## src/rtl/cpu_types_pkg.sv

```systemverilog
// cpu_types_pkg: shared datapath word type
package cpu_types_pkg;
  localparam int WORD_W = 32;
  typedef logic [WORD_W-1:0] word_t;
endpackage

```

## src/rtl/mux_types_pkg.sv

```systemverilog
// mux_types_pkg: select encodings for pipeline muxes and the memory-stage FSM
package mux_types_pkg;
  typedef enum logic [1:0] {RF_ALU, RF_MEM, RF_PC4, RF_LUI} rfInMux;
  typedef enum logic {IDLE, HELD} memst_t;
endpackage

```

## src/rtl/mem_link_reg.sv

```systemverilog
// mem_link_reg: LL/SC link register with set, store-clear and snoop-clear priority
// Ports: CLK/nRST; set_i + addr_i (LL hit), st_i (own store hit), sc_ok_i (successful SC hit),
// ccinv_i/ccsnoopaddr_i (snoop invalidate); link_valid_o/link_addr_o current link.
module mem_link_reg
  import cpu_types_pkg::*;
(
  input  logic  CLK,
  input  logic  nRST,
  input  logic  set_i,
  input  logic  st_i,
  input  logic  sc_ok_i,
  input  word_t addr_i,
  input  logic  ccinv_i,
  input  word_t ccsnoopaddr_i,
  output logic  link_valid_o,
  output word_t link_addr_o
);
  logic  r_valid;
  word_t r_addr;
  logic  w_snoop;
  logic  w_clr;
  // a snoop matching either the held link or the link being set this cycle kills it
  assign w_snoop = ccinv_i & ((ccsnoopaddr_i == r_addr) | (set_i & (ccsnoopaddr_i == addr_i)));
  assign w_clr   = sc_ok_i | (st_i & (addr_i == r_addr));
  always_ff @(posedge CLK or negedge nRST) begin
    if (!nRST) begin
      r_valid <= 1'b0;
      r_addr  <= '0;
    end else begin
      if (set_i) r_addr <= addr_i;
      r_valid <= w_snoop ? 1'b0 : set_i ? 1'b1 : w_clr ? 1'b0 : r_valid;
    end
  end
  assign link_valid_o = r_valid;
  assign link_addr_o  = r_addr;
endmodule

```

## src/rtl/mem_access_ctrl.sv

```systemverilog
// mem_access_ctrl: MEM-stage dcache access control with stall, result hold and LL/SC
// Ports: CLK/nRST; EX/MEM request (dREN_i, dWEN_i, ll_i, sc_i, addr_i, store_i);
// pipe control (pipe_adv_i, flush_i); cache response (dhit_i, dload_i); snoop (ccinv_i,
// ccsnoopaddr_i); cache request (dmemREN_o, dmemWEN_o, dmemaddr_o, dmemstore_o);
// dmemload_o to MEM/WB; mem_stall_o freezes the pipe.
module mem_access_ctrl
  import cpu_types_pkg::*;
  import mux_types_pkg::*;
(
  input  logic  CLK,
  input  logic  nRST,
  input  logic  dREN_i,
  input  logic  dWEN_i,
  input  logic  ll_i,
  input  logic  sc_i,
  input  word_t addr_i,
  input  word_t store_i,
  input  logic  pipe_adv_i,
  input  logic  flush_i,
  input  logic  dhit_i,
  input  word_t dload_i,
  input  logic  ccinv_i,
  input  word_t ccsnoopaddr_i,
  output logic  dmemREN_o,
  output logic  dmemWEN_o,
  output word_t dmemaddr_o,
  output word_t dmemstore_o,
  output word_t dmemload_o,
  output logic  mem_stall_o
);
  memst_t r_state;
  memst_t w_next;
  word_t  r_data;
  word_t  w_link_addr;
  word_t  w_load;
  logic   w_link_valid;
  logic   w_req;
  logic   w_sc_fail;
  logic   w_ren;
  logic   w_wen;
  assign w_req     = (dREN_i | dWEN_i) & ~flush_i;
  assign w_sc_fail = sc_i & ~(w_link_valid & (w_link_addr == addr_i));
  always_comb begin
    w_ren  = (r_state == IDLE) & w_req & dREN_i;
    w_wen  = (r_state == IDLE) & w_req & dWEN_i & ~w_sc_fail;
    w_load = (r_state == HELD) ? r_data :
             dREN_i ? dload_i :
             (dWEN_i & sc_i & ~w_sc_fail) ? word_t'(1) : '0;
    w_next = flush_i ? IDLE :
             (r_state == HELD) ? (pipe_adv_i ? IDLE : HELD) :
             ((w_ren | w_wen) & dhit_i & ~pipe_adv_i) ? HELD : IDLE;
  end
  always_ff @(posedge CLK or negedge nRST) begin
    if (!nRST) begin
      r_state <= IDLE;
      r_data  <= '0;
    end else begin
      r_state <= w_next;
      if (r_state == IDLE && w_next == HELD) r_data <= sc_i ? word_t'(1) : dload_i;
    end
  end
  mem_link_reg u_link (
    .CLK           (CLK),
    .nRST          (nRST),
    .set_i         (w_ren & ll_i & dhit_i),
    .st_i          (w_wen & dhit_i),
    .sc_ok_i       (w_wen & sc_i & dhit_i),
    .addr_i        (addr_i),
    .ccinv_i       (ccinv_i),
    .ccsnoopaddr_i (ccsnoopaddr_i),
    .link_valid_o  (w_link_valid),
    .link_addr_o   (w_link_addr)
  );
  // reset forces every output low immediately, even while the request inputs are still up
  assign dmemREN_o   = nRST & w_ren;
  assign dmemWEN_o   = nRST & w_wen;
  assign mem_stall_o = nRST & (w_ren | w_wen) & ~dhit_i;
  assign dmemaddr_o  = nRST ? addr_i : '0;
  assign dmemstore_o = nRST ? store_i : '0;
  assign dmemload_o  = nRST ? w_load : '0;
endmodule

```

## config.mk

```make
export PLATFORM = sky130hd
export DESIGN_NAME = mem_access_ctrl
export DESIGN_NICKNAME = d
export VERILOG_FILES = /design/src/rtl/cpu_types_pkg.sv /design/src/rtl/mux_types_pkg.sv /design/src/rtl/mem_link_reg.sv /design/src/rtl/mem_access_ctrl.sv
export SDC_FILE = /design/constraint.sdc
export NUM_CORES = 1
export LEC_CHECK = 0
export CORE_AREA = 4 4 124 126
export CTS_CLUSTER_DIAMETER = 200
export DETAILED_ROUTE_END_ITERATION = 10
export DIE_AREA = 0 0 128 130
export MAX_ROUTING_LAYER = met4
export PLACE_DENSITY = 0.79
export SLEW_MARGIN = 5
export SYNTH_ARGS = -nofsm -noshare
export SYNTH_HDL_FRONTEND = slang
export SYNTH_SLANG_ARGS = --single-unit
```

## constraint.sdc

```tcl
create_clock -name CLK -period 6.2 [get_ports CLK]
set_clock_uncertainty 0.15 [all_clocks]
set_input_delay 1.24 -clock CLK [delete_from_list [all_inputs] [get_ports CLK]]
set_output_delay 1.24 -clock CLK [all_outputs]
set_load 0.005 [all_outputs]
```

==> impl_results.md <==
* GRT overflow at 0
* Fin crit period at 5610 ps
* Root Buffer Master: clkbuf_16
* Ant diodes at 0
* Min-Delay Startpoint: r_data[21]
* Pint at 1.16 mW
* Post-cts resize count at 0
* Layout cells sized above 1 at 8.50%
* Clock tree sinks at 66
* Reg2reg path depth at 6
* Hold Path Cell Cnt at 1
* Buffers on Ports at approximately 240
* Pin count of the biggest net entering global routing at 69
* Setup crit start kind: input pin
* Worst Hold Path EP: r_data[21]
* Maximum clock frequency at 178 MHz
* Commonest non-fill, non-tap cell in the layout: clkdlybuf4s50_1
* Sequential Power Share at between 30 and 40%
* Total GRT Usage at 19.9%
* Distinct cells, synth at 36
* Die area at 16,600 µm²
* Max H-tree Level at 3
* DIE WIDTH at 128 µm
* Worst vdd ir at 127 µV
* Final wirelength at about 16 mm
* Worst r2r src: r_state
* Syn Inst Count at ~540
* CORE AREA at 14,300 µm²
* Setup TNS at 0 ps
* DRC at 0
* Total iterations of the first detailed-routing run at 4
* Synth Area in XOR/XNOR at 17.1%
* Simple-gate share of the synthesized area at 28.0%
* Hold Buf Count CTS at 0
* Vias per std cell at 4.93
* # fillers at 1,317
* Largest family of logic cells by synthesized area: simple AND/OR/NAND/NOR gates
* Crit share post-route at between 90% and 100%
* Post-route ant nets at 0
* CTS Buf Count at 9
* Hold WC Path Type: reg2reg
* Post-Synthesis Net Count at around 680
* RePlAce Congestion at 0.859
* Area growth from synthesis to layout at 56.9%
* Post-synthesis mux area share at 7.51%
* Vias in the first global route at around 4,700
* R2r setup slk at between 3000 and 4000 ps
* Clock power share at 34.0%
* DR iter-0 viols at ~280
* Drt wl/cell at approximately 17 µm
* Pwr dens at 207 nW/µm²
* Maximum net fanout on the critical path at 4
* Seq/Total Area, Yosys at 33.5%
* Dpl hpwl at 12.2 mm
* Post-Syn Area at 4930 µm²
* Status: finished, final reports clean
* Reg-to-reg critical path endpoint: u_link.link_valid_o
* RSZ-0062 raised after global routing: false
* Max-cap violations at 0
* Initial Utilization at 34.4%
* Count of final setup violators at 0
* Synth warn at 0
* Die Ht at 130 µm
* Slew Limit Fails at 0
* Top post-synthesis cells by area: dfrtp_1 34%, xor2_1 12%, and2_1 12%, mux2_2 7.3%, nor3b_1 5.2%
* Antenna violations before repair at 0
* Yosys top cell by area: dfrtp_1
* Req. time, crit path at slightly below 5000 ps
* Combinational power share at between 20 and 30%
* First-pass GRT wire length at 25.5 mm
* Pleak at roughly 3.0 nW
* Worst Path Arrival at 4220 ps
* Hold Fails Final Rpt at 0
* #FFs+latches synth at 66
* Setup crit end kind: primary output
* Kind of critical path: in2out
* Io pins at 237
* Post-synth top area share at between 30% and 40%
* CTS tree: yes
* Total number of vias at 4,683
* Row Count at 44
* Reg clk slew, reported paths at approximately 50 ps
* Synth Area per Inst at 9.08 µm²
* Skew-Pair Late Insertion Delay at 320 ps
* Worst-margin pin slew at 1050 ps
* Switching Fraction at between 20% and 30%
* Net load switching power at 0.441 mW
* Post-CTS Setup Inserts at 0
* Rel. slew slack at 30.0%
* Synth Area in Adders at 0%
* Fin nets at 898
* Compound-Gate Fraction of Synth Area at 10.2%
* Most frequent cells in the layout: 235 x clkdlybuf4s50_1, 93 x and2_1, 67 x xor2_1
* Post-layout power at 1.60 mW
* Clock buffer depth at 2
* Footprint of the multi-input gates at 3100 µm²
* Sequential cell area at 1650 µm²
==> Yosys cell counts <==
master     count
and2_1        93
xor2_1        67
dfrtp_1       66
nand2_1       59
nor3b_1       34
clkbuf_1      32
mux2_2        32
a22o_1        29
o21ai_0       29
xnor2_1       29
nor4_1        17
nand4_1       11
nor2_1         5
nand3_1        4
nor2b_1        4
buf_2          3
buf_6          3
nor3_1         3
a21oi_1        2
a22o_2         2
a22oi_1        2
and3_1         2
inv_1          2
a21boi_0       1
and2_2         1
buf_1          1
mux2i_1        1
nor3_4         1
nor4_2         1
nor4bb_1       1
o21a_1         1
o21bai_4       1
o2bb2ai_1      1
o31a_2         1
o31ai_1        1
or4bb_1        1
==> routing by layer <==
layer | share of wire, % | track usage, % | vias to the layer above
met5 | 0 | - | -
met4 | 1.2 | 3.93 | 0
met3 | 8.2 | 5.36 | 12
met2 | 46 | 31.7 | 189
met1 | 44 | 25.8 | 2188
li1 | - | - | 2294
==> critical path, cell delays in order <==
cell	delay (ps)
clkdlybuf4s50_1	500
xor2_1	200
nor4_1	490
nand4_1	340
o31ai_1	560
a21oi_1	140
nor3b_1	210
clkdlybuf4s50_1	530
==> flip-flops by register name, summed over array words and instances (netlist names) <==
name	count
r_state	1
u_link.link_addr_o	32
r_data	32
u_link.link_valid_o	1
==> power by group through the flow <==
| stage | clock network, mW | logic, mW | registers, mW |
|---|---|---|---|
| final | 0.545 | 0.472 | 0.585 |
| after global routing | 0.589 | 0.514 | 0.597 |
| after CTS | 0.562 | 0.479 | 0.584 |
| after detailed placement | 0 | 0.476 | 0.590 |
| after global placement | 0 | 0.469 | 0.587 |
| after floorplan | 0 | 0.248 | 0.573 |
==> per-stage QoR <==
step | utilization (%) | cell area, µm² | worst slack, ps | cells | hold WS [ps]
detailed placement | 51.8 | 7420 | 689 | 933 | 339
CTS | 54.0 | 7740 | 636 | 949 | 355
finish | 54.0 | 7740 | 594 | 949 | 354
floorplan | - | 4930 | 2350 | 543 | 317
global placement | 51.8 | 7420 | 651 | 933 | 334
global route | 54.0 | 7740 | 396 | 949 | 372
==> cells by family after synthesis <==
logic type / after synthesis
simple gates: 237
xor+xnor: 96
compound gates: 70
flops: 66
buf+inv: 41
mux: 33
==> cell type report <==
class                           count  share of cell area [%]
Inverter                            2                  0.0970
Clock buffer                       11                    3.14
Clock inverter                      5                    1.00
Sequential cell                    66                    21.4
Tap cell                          184                    2.98
Timing Repair Buffer              245                    31.4
Multi-Input combinational cell    436                    40.0
==> worst max-delay path by stage <==
stage	startpoint	endpoint	slack [ps]	cells after the start
floorplan	addr_i[13]	mem_stall_o	2350	6
global placement	addr_i[27]	mem_stall_o	650	8
detailed placement	addr_i[27]	mem_stall_o	690	8
CTS	addr_i[0]	mem_stall_o	640	8
global route	addr_i[27]	mem_stall_o	400	8
finish	addr_i[0]	mem_stall_o	590	8
Note: power is estimated with default switching activity, not from simulation.
